`config.mk`:
```
export PLATFORM = sky130hd
export DESIGN_NAME = bcd2bin_loader_flat
export DESIGN_NICKNAME = d
export VERILOG_FILES = /design/src/rtl/bcd2bin_loader_if.sv /design/src/rtl/bcd2bin_loader.sv /design/src/flat_wrapper.sv
export SDC_FILE = /design/constraint.sdc
export NUM_CORES = 1
export LEC_CHECK = 0
export CAP_MARGIN = 15
export CELL_PAD_IN_SITES_DETAIL_PLACEMENT = 1
export CELL_PAD_IN_SITES_GLOBAL_PLACEMENT = 2
export CORE_UTILIZATION = 34
export DETAILED_ROUTE_END_ITERATION = 10
export HOLD_SLACK_MARGIN = 0.06
export PLACE_DENSITY_LB_ADDON = 0.1
export SYNTH_ARGS = -nofsm -noshare
export SYNTH_HDL_FRONTEND = slang
export SYNTH_SLANG_ARGS = --single-unit
```
`constraint.sdc`:
```
create_clock -name clk -period 4.2 [get_ports clk]
set_input_delay 0.84 -clock clk [delete_from_list [all_inputs] [get_ports clk]]
set_output_delay 0.84 -clock clk [all_outputs]
set_load 0.01 [all_outputs]
```
`src/rtl/bcd2bin_loader_if.sv`:
```
// Bundle of set-mode BCD fields, load controls and the published binary time/date.
interface bcd2bin_loader_if;
  logic        start;
  logic [7:0]  save_hour;
  logic [7:0]  save_min;
  logic [7:0]  save_sec;
  logic [15:0] save_year;
  logic [7:0]  save_mon;
  logic [7:0]  save_day;
  logic [4:0]  max_date;

  logic [4:0]  hour;
  logic [5:0]  min;
  logic [5:0]  sec;
  logic [13:0] year;
  logic [3:0]  month;
  logic [4:0]  day;
  logic        busy;
  logic        done;
  logic        err;
  logic [2:0]  err_field;

  // Requester side: drives BCD fields and start, observes the loaded values.
  modport master (
    output start, save_hour, save_min, save_sec, save_year, save_mon, save_day, max_date,
    input  hour, min, sec, year, month, day, busy, done, err, err_field
  );

  // Converter side.
  modport slave (
    input  start, save_hour, save_min, save_sec, save_year, save_mon, save_day, max_date,
    output hour, min, sec, year, month, day, busy, done, err, err_field
  );
endinterface

```
`src/rtl/bcd2bin_loader.sv`:
```
// Digit-serial BCD-to-binary converter feeding the watch/date counters.
// One shared x10 accumulator walks 14 digits (sec, min, hour, day, month, year),
// range-checks each field and publishes all fields atomically on success.
module bcd2bin_loader (
  input  logic               clk,
  input  logic               rst,
  bcd2bin_loader_if.slave    bus
);

  localparam int unsigned DIG_W  = 4;
  localparam int unsigned N_DIG  = 14;
  localparam int unsigned SNAP_W = DIG_W * N_DIG;
  localparam int unsigned ACC_W  = 14;
  localparam int unsigned CNT_W  = 4;
  localparam int unsigned FLD_W  = 3;
  localparam int unsigned SEC_W  = 6;
  localparam int unsigned HOUR_W = 5;
  localparam int unsigned DAY_W  = 5;
  localparam int unsigned MON_W  = 4;
  localparam int unsigned YEAR_W = 14;

  localparam logic [CNT_W-1:0] LAST_DIG = CNT_W'(N_DIG - 1);
  localparam logic [CNT_W-1:0] YEAR_DIG = CNT_W'(10);

  localparam logic [FLD_W-1:0] F_SEC  = FLD_W'(0);
  localparam logic [FLD_W-1:0] F_MIN  = FLD_W'(1);
  localparam logic [FLD_W-1:0] F_HOUR = FLD_W'(2);
  localparam logic [FLD_W-1:0] F_DAY  = FLD_W'(3);
  localparam logic [FLD_W-1:0] F_MON  = FLD_W'(4);
  localparam logic [FLD_W-1:0] F_YEAR = FLD_W'(5);

  typedef enum logic [1:0] {S_IDLE, S_CONV, S_FINISH} state_t;

  state_t              state_q, state_d;

  logic [SNAP_W-1:0]   snap_q;
  logic [DAY_W-1:0]    maxd_q;
  logic [CNT_W-1:0]    cnt_q;
  logic [ACC_W-1:0]    acc_q;
  logic                fld_bad_q;
  logic                err_seen_q;

  logic [SEC_W-1:0]    stg_sec_q;
  logic [SEC_W-1:0]    stg_min_q;
  logic [HOUR_W-1:0]   stg_hour_q;
  logic [DAY_W-1:0]    stg_day_q;
  logic [MON_W-1:0]    stg_mon_q;

  logic [HOUR_W-1:0]   hour_q;
  logic [SEC_W-1:0]    min_q;
  logic [SEC_W-1:0]    sec_q;
  logic [YEAR_W-1:0]   year_q;
  logic [MON_W-1:0]    month_q;
  logic [DAY_W-1:0]    day_q;
  logic                busy_q;
  logic                done_q;
  logic                err_pulse_q;
  logic [FLD_W-1:0]    err_field_q;

  logic                start_ok_c;
  logic                conv_c;
  logic [DIG_W-1:0]    digit_c;
  logic                first_c;
  logic                last_c;
  logic [FLD_W-1:0]    fld_c;
  logic [ACC_W-1:0]    val_c;
  logic                fld_bad_c;
  logic                range_bad_c;
  logic                fail_c;
  logic                err_all_c;
  logic                fin_c;
  logic                busy_d;
  logic                done_d;
  logic                err_pulse_d;

  // FINISH is not busy, so a new request is taken there as well as in IDLE.
  assign start_ok_c = bus.start && (state_q != S_CONV);

  // State register.
  always_ff @(posedge clk) begin
    if (!rst) state_q <= S_IDLE;
    else      state_q <= state_d;
  end

  // Next-state logic.
  always_comb begin
    state_d = state_q;
    case (state_q)
      S_IDLE:   if (bus.start) state_d = S_CONV;
      S_CONV:   if (cnt_q == LAST_DIG) state_d = S_FINISH;
      S_FINISH: state_d = bus.start ? S_CONV : S_IDLE;
      default:  state_d = S_IDLE;
    endcase
  end

  // Digit decode, accumulator step, field checks and next values of the status outputs.
  always_comb begin
    conv_c      = (state_q == S_CONV);
    digit_c     = snap_q[SNAP_W-1 -: DIG_W];
    first_c     = (cnt_q <= YEAR_DIG) && !cnt_q[0];
    last_c      = ((cnt_q < YEAR_DIG) && cnt_q[0]) || (cnt_q == LAST_DIG);
    fld_c       = (cnt_q >= YEAR_DIG) ? F_YEAR : FLD_W'(cnt_q >> 1);
    val_c       = first_c ? ACC_W'(digit_c)
                          : ACC_W'(acc_q * ACC_W'(10)) + ACC_W'(digit_c);
    fld_bad_c   = (!first_c && fld_bad_q) || (digit_c > DIG_W'(9));
    range_bad_c = 1'b0;
    // Checked on the full decimal value so e.g. hour 33 cannot alias into range.
    case (fld_c)
      F_SEC, F_MIN: range_bad_c = (val_c > ACC_W'(59));
      F_HOUR:       range_bad_c = (val_c > ACC_W'(23));
      F_DAY:        range_bad_c = (val_c == '0) || (val_c > ACC_W'(maxd_q));
      F_MON:        range_bad_c = (val_c == '0) || (val_c > ACC_W'(12));
      default:      range_bad_c = 1'b0;
    endcase
    fail_c      = conv_c && last_c && (fld_bad_c || range_bad_c);
    err_all_c   = err_seen_q || fail_c;
    fin_c       = conv_c && (cnt_q == LAST_DIG);
    done_d      = fin_c && !err_all_c;
    err_pulse_d = fin_c && err_all_c;
    busy_d      = (state_d == S_CONV);
  end

  // Snapshot, digit datapath, staging and atomic publish of the outputs.
  always_ff @(posedge clk) begin
    if (!rst) begin
      snap_q      <= '0;
      maxd_q      <= '0;
      cnt_q       <= '0;
      acc_q       <= '0;
      fld_bad_q   <= 1'b0;
      err_seen_q  <= 1'b0;
      stg_sec_q   <= '0;
      stg_min_q   <= '0;
      stg_hour_q  <= '0;
      stg_day_q   <= '0;
      stg_mon_q   <= '0;
      hour_q      <= '0;
      min_q       <= '0;
      sec_q       <= '0;
      year_q      <= YEAR_W'(2000);
      month_q     <= MON_W'(1);
      day_q       <= DAY_W'(1);
      busy_q      <= 1'b0;
      done_q      <= 1'b0;
      err_pulse_q <= 1'b0;
      err_field_q <= '0;
    end else begin
      busy_q      <= busy_d;
      done_q      <= done_d;
      err_pulse_q <= err_pulse_d;
      if (start_ok_c) begin
        snap_q      <= {bus.save_sec, bus.save_min, bus.save_hour,
                        bus.save_day, bus.save_mon, bus.save_year};
        maxd_q      <= bus.max_date;
        cnt_q       <= '0;
        acc_q       <= '0;
        fld_bad_q   <= 1'b0;
        err_seen_q  <= 1'b0;
        err_field_q <= '0;
        stg_sec_q   <= '0;
        stg_min_q   <= '0;
        stg_hour_q  <= '0;
        stg_day_q   <= '0;
        stg_mon_q   <= '0;
      end else if (conv_c) begin
        snap_q     <= {snap_q[SNAP_W-DIG_W-1:0], DIG_W'(0)};
        cnt_q      <= cnt_q + CNT_W'(1);
        acc_q      <= val_c;
        fld_bad_q  <= fld_bad_c;
        err_seen_q <= err_all_c;
        if (fail_c && !err_seen_q) err_field_q <= fld_c;
        if (last_c) begin
          case (fld_c)
            F_SEC:   stg_sec_q  <= SEC_W'(val_c);
            F_MIN:   stg_min_q  <= SEC_W'(val_c);
            F_HOUR:  stg_hour_q <= HOUR_W'(val_c);
            F_DAY:   stg_day_q  <= DAY_W'(val_c);
            F_MON:   stg_mon_q  <= MON_W'(val_c);
            default: ;
          endcase
        end
        // Year is the last field, so it goes straight from the accumulator.
        if (done_d) begin
          sec_q   <= stg_sec_q;
          min_q   <= stg_min_q;
          hour_q  <= stg_hour_q;
          day_q   <= stg_day_q;
          month_q <= stg_mon_q;
          year_q  <= YEAR_W'(val_c);
        end
      end
    end
  end

  assign bus.hour      = hour_q;
  assign bus.min       = min_q;
  assign bus.sec       = sec_q;
  assign bus.year      = year_q;
  assign bus.month     = month_q;
  assign bus.day       = day_q;
  assign bus.busy      = busy_q;
  assign bus.done      = done_q;
  assign bus.err       = err_pulse_q;
  assign bus.err_field = err_field_q;

endmodule

```
`src/flat_wrapper.sv`:
```
// flat-port wrapper written by rule: the top's interface ports become plain ports
module bcd2bin_loader_flat 
  (clk, rst, bus_start, bus_save_hour, bus_save_min, bus_save_sec, bus_save_year, bus_save_mon, bus_save_day, bus_max_date, bus_hour, bus_min, bus_sec, bus_year, bus_month, bus_day, bus_busy, bus_done, bus_err, bus_err_field);
  bcd2bin_loader_if bus_i ();
  input  logic clk;
  input  logic rst;
  input wire logic [$bits(bus_i.start)-1:0] bus_start;
  input wire logic [$bits(bus_i.save_hour)-1:0] bus_save_hour;
  input wire logic [$bits(bus_i.save_min)-1:0] bus_save_min;
  input wire logic [$bits(bus_i.save_sec)-1:0] bus_save_sec;
  input wire logic [$bits(bus_i.save_year)-1:0] bus_save_year;
  input wire logic [$bits(bus_i.save_mon)-1:0] bus_save_mon;
  input wire logic [$bits(bus_i.save_day)-1:0] bus_save_day;
  input wire logic [$bits(bus_i.max_date)-1:0] bus_max_date;
  output wire logic [$bits(bus_i.hour)-1:0] bus_hour;
  output wire logic [$bits(bus_i.min)-1:0] bus_min;
  output wire logic [$bits(bus_i.sec)-1:0] bus_sec;
  output wire logic [$bits(bus_i.year)-1:0] bus_year;
  output wire logic [$bits(bus_i.month)-1:0] bus_month;
  output wire logic [$bits(bus_i.day)-1:0] bus_day;
  output wire logic [$bits(bus_i.busy)-1:0] bus_busy;
  output wire logic [$bits(bus_i.done)-1:0] bus_done;
  output wire logic [$bits(bus_i.err)-1:0] bus_err;
  output wire logic [$bits(bus_i.err_field)-1:0] bus_err_field;
  assign bus_i.start = bus_start;
  assign bus_i.save_hour = bus_save_hour;
  assign bus_i.save_min = bus_save_min;
  assign bus_i.save_sec = bus_save_sec;
  assign bus_i.save_year = bus_save_year;
  assign bus_i.save_mon = bus_save_mon;
  assign bus_i.save_day = bus_save_day;
  assign bus_i.max_date = bus_max_date;
  assign bus_hour = bus_i.hour;
  assign bus_min = bus_i.min;
  assign bus_sec = bus_i.sec;
  assign bus_year = bus_i.year;
  assign bus_month = bus_i.month;
  assign bus_day = bus_i.day;
  assign bus_busy = bus_i.busy;
  assign bus_done = bus_i.done;
  assign bus_err = bus_i.err;
  assign bus_err_field = bus_i.err_field;
  bcd2bin_loader u_core (.clk(clk), .rst(rst), .bus(bus_i));
endmodule
```
Word level (Yosys, flattened, before mapping)
Index checks and enable logic that the tools add are counted.
{ "word_totals": {"word_cells": 86, "input_bits": 64, "out_inout_bits": 46, "regBits": 155} }
{ "classes": {"eq_ne": 9, "order_cmp": 8, "multipliers": 1, "n_mux": 9, "n_bitwise": 2, "reduce_logical": 33, "n_addsub": 2} }
{ "ops": {"columns": ["op", "n"], "rows": [
  ["2-to-1 mux 56 bit", 2],
  ["AND reduction 3 bit", 6],
  ["adder 14 x 4 -> 14 bit", 1],
  ["greater-than comparator 14 x 4 -> 1 bit, second input constant", 1],
  ["greater-than comparator 14 x 5 -> 1 bit", 1],
  ["greater-than comparator 14 x 5 -> 1 bit, second input constant", 1],
  ["greater-than comparator 14 x 6 -> 1 bit, second input constant", 1],
  ["logical NOT 14 bit", 1],
  ["multiplier 14 x 3 -> 13 bit, second input constant", 1],
  ["2-to-1 mux 14 bit", 1],
  ["logical AND 1 bit", 10],
  ["== test 3 x 2 -> 1 bit, second input constant", 2],
  ["logical OR 1 bit", 6],
  ["case mux 2 bit (3 select lines)", 1],
  ["adder 4 x 1 -> 4 bit, second input constant", 1],
  ["== test 2 x 1 -> 1 bit, second input constant", 2],
  ["== test 4 bit, second input constant", 1],
  ["greater-or-equal comparator 4 bit, second input constant", 1],
  ["greater-than comparator 4 bit, second input constant", 1],
  ["<= comparator 4 bit, second input constant", 1],
  ["logical NOT 1 bit", 4],
  ["less-than comparator 4 bit, second input constant", 1],
  ["2-to-1 mux 2 bit", 2],
  ["case mux 1 bit (4 select lines)", 1],
  ["12 further kinds", 14]
]} }

Longest topological paths before layout
{ "depth": {"depth_word": 12, "depth_mapped": 17, "ltp_nobuf": 15} }

Worst setup path before layout
Ideal clock, no wire load.
{ "synth_path": {"kind": "register -> register", "startpoint": "register u_core.cnt_q[0]", "endpoint": "register u_core.year_q[10] (netlist: u_core.bus.year[10])", "t_arrival_ps": 3527, "stages_incl_launch_ff": 17, "path_slack_ps": 578, "setup_ps": 95, "synth_period_minus_slack_ps": 3622, "required_time_ps": 4105, "n_path_buf": 2, "cell_sequence": "dfxtp_1 inv_1 ha_1 o21ai_1 mux2i_1 inv_1 ha_1 nor2b_1 nor3_1 o21ai_0 a21oi_1 o311ai_1 nor4b_2 nand3_1 buf_2 buf_2 o311ai_1"} }
{ "synth_via": {"elab_chain_len": 12, "elab_cells_between_ends": 35, "classes_between": "order compare: 7; eq/ne: 5; mux: 3; reduce/logical: 20"} }
{ "synth_rtl": {"columns": ["item", "line", "source"], "rows": [
  ["from (decl)", "bcd2bin_loader.sv:38", "logic [CNT_W-1:0] cnt_q;"],
  ["from (signal assigned)", "bcd2bin_loader.sv:167", "cnt_q <= cnt_q + CNT_W'(1);"],
  ["<= comparator 4 bit / logical NOT 1 bit (equally long branches)", "bcd2bin_loader.sv:100", "first_c = (cnt_q <= YEAR_DIG) && !cnt_q[0];"],
  ["logical AND 1 bit *", "bcd2bin_loader.sv:100", null],
  ["2-to-1 mux 14 bit *", "bcd2bin_loader.sv:103", "val_c = first_c ? ACC_W'(digit_c)"],
  ["named net u_core.val_c[1]", "bcd2bin_loader.sv:66", "logic [ACC_W-1:0] val_c;"],
  ["greater-than comparator 14 x 4 -> 1 bit (tied with other cells)", "bcd2bin_loader.sv:112", "F_MON: range_bad_c = (val_c == '0) || (val_c > ACC_W'(12));"],
  ["logical OR 1 bit (on tied branches)", "bcd2bin_loader.sv:112, bcd2bin_loader.sv:111", null],
  ["case mux 1 bit (4 select lines) *", "bcd2bin_loader.sv:108", "case (fld_c)"],
  ["logical OR 1 bit *", "bcd2bin_loader.sv:115", "fail_c = conv_c && last_c && (fld_bad_c || range_bad_c);"],
  ["logical AND 1 bit *", "bcd2bin_loader.sv:115", null],
  ["logical OR 1 bit *", "bcd2bin_loader.sv:116", "err_all_c = err_seen_q || fail_c;"],
  ["logical NOT 1 bit *", "bcd2bin_loader.sv:118", "done_d = fin_c && !err_all_c;"],
  ["logical AND 1 bit *", "bcd2bin_loader.sv:118", null],
  ["AND reduction 3 bit (no line) *", null, null],
  ["to (signal assigned)", "bcd2bin_loader.sv:189", "year_q <= YEAR_W'(val_c);"],
  ["to (decl)", "bcd2bin_loader.sv:52", "logic [YEAR_W-1:0] year_q;"]
]} }
The timed path passes the listed nets; every way through them passes the cells marked *.
A chain may end at the register's enable or synchronous reset.

Worst setup path after layout
Same ends and word-level chain as after synthesis.

==> results.tsv <==
stage	metric	value	unit
synth	main combinational cell family by area after synthesis	compound AO/OA/AOI/OAI gates	
sta	max frequency	0.259	GHz
detailed_routing	WL/cell	17.3	µm
final_layout	P&R area growth vs syn	25.7	%
critical_path	Worst setup SP type	flop	
floorplanning	Initial Utilization	34.8	%
hold_path	hold-critical path endpoint	u_core.maxd_q[2]$_SDFFE_PN0P_	
placement	hpwl dp	15000	µm
synth	Post-synth EDFFs	0	
detailed_routing	Total Routed Length	20900	µm
grt	number of global-route vias before repair	6582	
hold_path	Hold WC Path Type	flop to flop	
synth	Synth cell types	66	
synth	sequential element share of the synthesized area	40.3	%
floorplanning	die height	152	µm
synth	simple-gate share of the synthesized area	16.7	%
power_and_ir_drop	leak pwr	4.43	nW
placement	GP Congestion	0.834	
detailed_routing	via count	6208	
sta	# setup viols final	0	
synth	XOR/XNOR share of the synthesized area	2.13	%
hold_path	Min-Delay Startpoint	u_core.maxd_q[2]$_SDFFE_PN0P_	
power_and_ir_drop	total power	3.46	mW
final_layout	Filler Cell Count	2468	
sta	Worst slew margin	39.4	%
synth	Synth Area per Inst	9.27	µm²
sta	final hold viol count	0	
synth	mapped cell area	7640	µm²
synth	Yosys top cell by area	dfxtp_1	
sta	clock period minus final worst setup slack	3860	ps
detailed_routing	Detail Route Antenna Nets	0	
sta	Worst-Margin Slew	904	ps
detailed_routing	Iter 0 DRT Violations	236	
floorplanning	Core Region	22000	µm²
grt	largest net degree at the start of global routing	121	
synth	mux cell area share after synthesis	14.5	%
synth	top cell type's share of synthesized area	40.3	%
clock_network	clock sink count	154	
synth	Cells after Synth	824	
grt	global route total overflow	0	
synth	FFs w/ async S/R, synth	0	%
outcome	run status	finished, violations left	
critical_path	RR Startpoint	u_core.cnt_q[0]$_SDFFE_PP0P_	
sta	period utilisation layout	92.0	%
synth	post-synth net total	920	
power_and_ir_drop	pwr dens	360	nW/µm²
synth	yosys warns	0	
final_layout	nets	1013	
grt	total track usage	18.8	%
critical_path	critical-path cell list	inv_1 > ha_1 > o21ai_1 > buf_4 > mux2i_1 > inv_1 > ha_1 > nor2b_1 > nor3_1 > o21ai_0 > a21oi_1 > o311ai_1 > nor4b_2 > nand3_2 > buf_4 > o311ai_1	
clock_network	CTS Buf Count	17	
critical_path	kind of critical path	flop to flop	
final_layout	share of cells above drive strength 1	7.20	%
clock_network	H-Tree Depth	4	
detailed_routing	DRC	10	
clock_network	Setup Fix Bufs, Post-CTS	0	
synth	top cells by area, synth	dfxtp_1, mux2i_1, o211a_1, nand2_1, ha_1	
critical_path	Worst EP required	4530	ps
floorplanning	# IOs	110	
critical_path	Worst Path Arrival	4200	ps
clock_network	CTS max path bufs	2	
detailed_routing	vias per cell	5.13	
critical_path	Worst setup EP type	flop	
grt	antenna violations before repair	0	
power_and_ir_drop	Worst VDD drop	0.000226	V
sta	worst hold slack	464	ps
placement	IO Port Bufs	109	
floorplanning	row count	54	
sta	Max Transition Viols Final	0	
clock_network	Reg clk slew, reported paths	70	ps
flow_run	max_cap viols	0	
critical_path	crit-path max FO	23	
clock_network	CTS tree	yes	
critical_path	crit path max-delay cell type	dfxtp_1	
sta	setup TNS	0	ps
outcome	violated checks	design-rule violations	
floorplanning	die area	23100	µm²
grt	first-pass GRT wire length	34500	µm
synth	FF+latch count, synth	154	
critical_path	Worst Reg-to-Reg Cells	16	
clock_network	clk_lat worst skew	440	ps
synth	Post-Synth Adder-Cell Area	5.44	%
clock_network	clk root buf	clkbuf_16	
critical_path	FF-to-FF setup slack	340	ps
synth	post-synthesis compound-gate area fraction	17.1	%
synth	Synth Flop Type	dfxtp_1	
hold_path	Worst Hold Depth	2	
final_layout	Inserted Diodes	0	
critical_path	worst reg2reg endpoint	u_core.bus.year[10]$_SDFFE_PN1P_	
sta	RSZ-0062 raised after global routing	false	
floorplanning	Die Wd	152	µm
detailed_routing	drt pass-1 iters	8	
clock_network	cts repair resizes	0	
critical_path	CP peak stage delay	480	ps
sta	Clock Skew	11.5	ps
-- through the flow --
| stage | cell area, µm² | utilization, % | setup slack [ps] | instances |
|---|---|---|---|---|
| 2_1_floorplan | 7640 | - | 578 | 824 |
| 3_3_place_gp | 9010 | 41.0 | 456 | 1176 |
| 4_1_cts | 9570 | 43.6 | 290 | 1208 |
| 6_report | 9600 | 43.7 | 337 | 1210 |
| 3_5_place_dp | 9010 | 41.0 | 306 | 1176 |
| 5_1_grt | 9600 | 43.7 | 2.85 | 1210 |
-- routing by layer --
metal | global-route usage, % | share of wire, %
met5 | 0 | 0
met4 | 6.41 | 1.6
met2 | 31.8 | 47
met3 | 4.85 | 4.2
met1 | 23.2 | 47
-- cells in the mapped netlist (5+ instances only) --
cell type,n
dfxtp_1,154
nand2_1,112
mux2i_1,111
o311ai_1,6
inv_1,17
buf_1,8
a211oi_1,15
nor2b_1,37
ha_1,30
clkbuf_1,37
nand3_1,15
nor2_1,70
o21ai_0,11
a21boi_0,5
buf_2,6
xnor2_1,8
o211a_1,52
nor3_1,12
a21oi_1,36
xor2_1,8
-- cell type report --
| class | instances | area, µm² | share of cell area (%) |
|---|---|---|---|
| clock buffers | 18 | 429 | 4.47 |
| multi-input cells | 599 | 4290 | 44.7 |
| flip-flops and latches | 154 | 3080 | 32.1 |
| inverters | 17 | 63.8 | 0.664 |
| repair buffers | 128 | 1260 | 13.1 |
| well taps | 280 | 350 | 3.65 |
| clock inverters | 14 | 133 | 1.38 |
-- cell usage in the layout (no fill, tap or decap), drive strengths merged, types with 18 or more instances in the layout --
master / instances
ha: 30
buf: 21
dfxtp: 154
nand2: 112
clkbuf: 18
nor2: 70
inv: 24
a21oi: 37
clkdlybuf4s50: 107
nor2b: 37
mux2i: 111
o211a: 53
-- flip-flops by register name, summed over array words and instances, names as in the netlist, 4 cells and up --
register / cells
u_core.stg_day_q: 5
u_core.snap_q: 56
u_core.bus.day: 5
u_core.acc_q: 13
u_core.cnt_q: 4
u_core.bus.min: 6
u_core.stg_min_q: 6
u_core.stg_hour_q: 5
u_core.bus.year: 14
u_core.bus.month: 4
u_core.stg_mon_q: 4
u_core.stg_sec_q: 6
u_core.maxd_q: 5
u_core.bus.hour: 5
u_core.bus.sec: 6
-- where the power goes --
| group | switching, mW | total, mW | leakage (nW) | internal [mW] |
|---|---|---|---|---|
| combinational | 0.209 | 0.398 | 2.90 | 0.189 |
| sequential | 0.0469 | 1.57 | 1.26 | 1.52 |
| clock | 0.712 | 1.49 | 0.274 | 0.783 |
| total | 0.968 | 3.46 | 4.43 | 2.49 |
-- cells by family (layout without fill, tap and decap cells) --
logic type	Yosys count	after routing
and+or+nand+nor	276	276
AOI/OAI and AO/OA	163	163
DFF	154	154
muxes	111	111
buffers and inverters	71	177
adders and majority gates	32	32
xor gates and xnor gates	17	17
-- critical path: cells and delay by family, from the launching register on --
kind | cells | cell delay (ps)
compound gates | 5 | 950
fa+ha+maj | 2 | 580
buf+inv | 4 | 680
flops | 1 | 480
mux | 1 | 260
simple gates | 4 | 800
-- what timing repair did --
action	4_1_cts	5_1_grt
endpoints found under the setup margin	0	1
hold buffers	0	0
hold endpoints to repair	0	0
-- how the worst max path moves through the flow --
stage	start	to	slack, ps
floorplan	u_core.cnt_q[0]$_SDFFE_PP0P_	u_core.bus.year[10]$_SDFFE_PN1P_	580
detailed placement	u_core.cnt_q[0]$_SDFFE_PP0P_	u_core.bus.hour[2]$_SDFFE_PN0P_	310
CTS	u_core.cnt_q[0]$_SDFFE_PP0P_	u_core.bus.year[10]$_SDFFE_PN1P_	290
global placement	u_core.cnt_q[0]$_SDFFE_PP0P_	u_core.bus.month[0]$_SDFFE_PN1P_	460
global route	u_core.cnt_q[0]$_SDFFE_PP0P_	u_core.bus.year[10]$_SDFFE_PN1P_	3
finish	u_core.cnt_q[0]$_SDFFE_PP0P_	u_core.bus.year[10]$_SDFFE_PN1P_	340
Note: power is estimated with default switching activity, not from simulation.
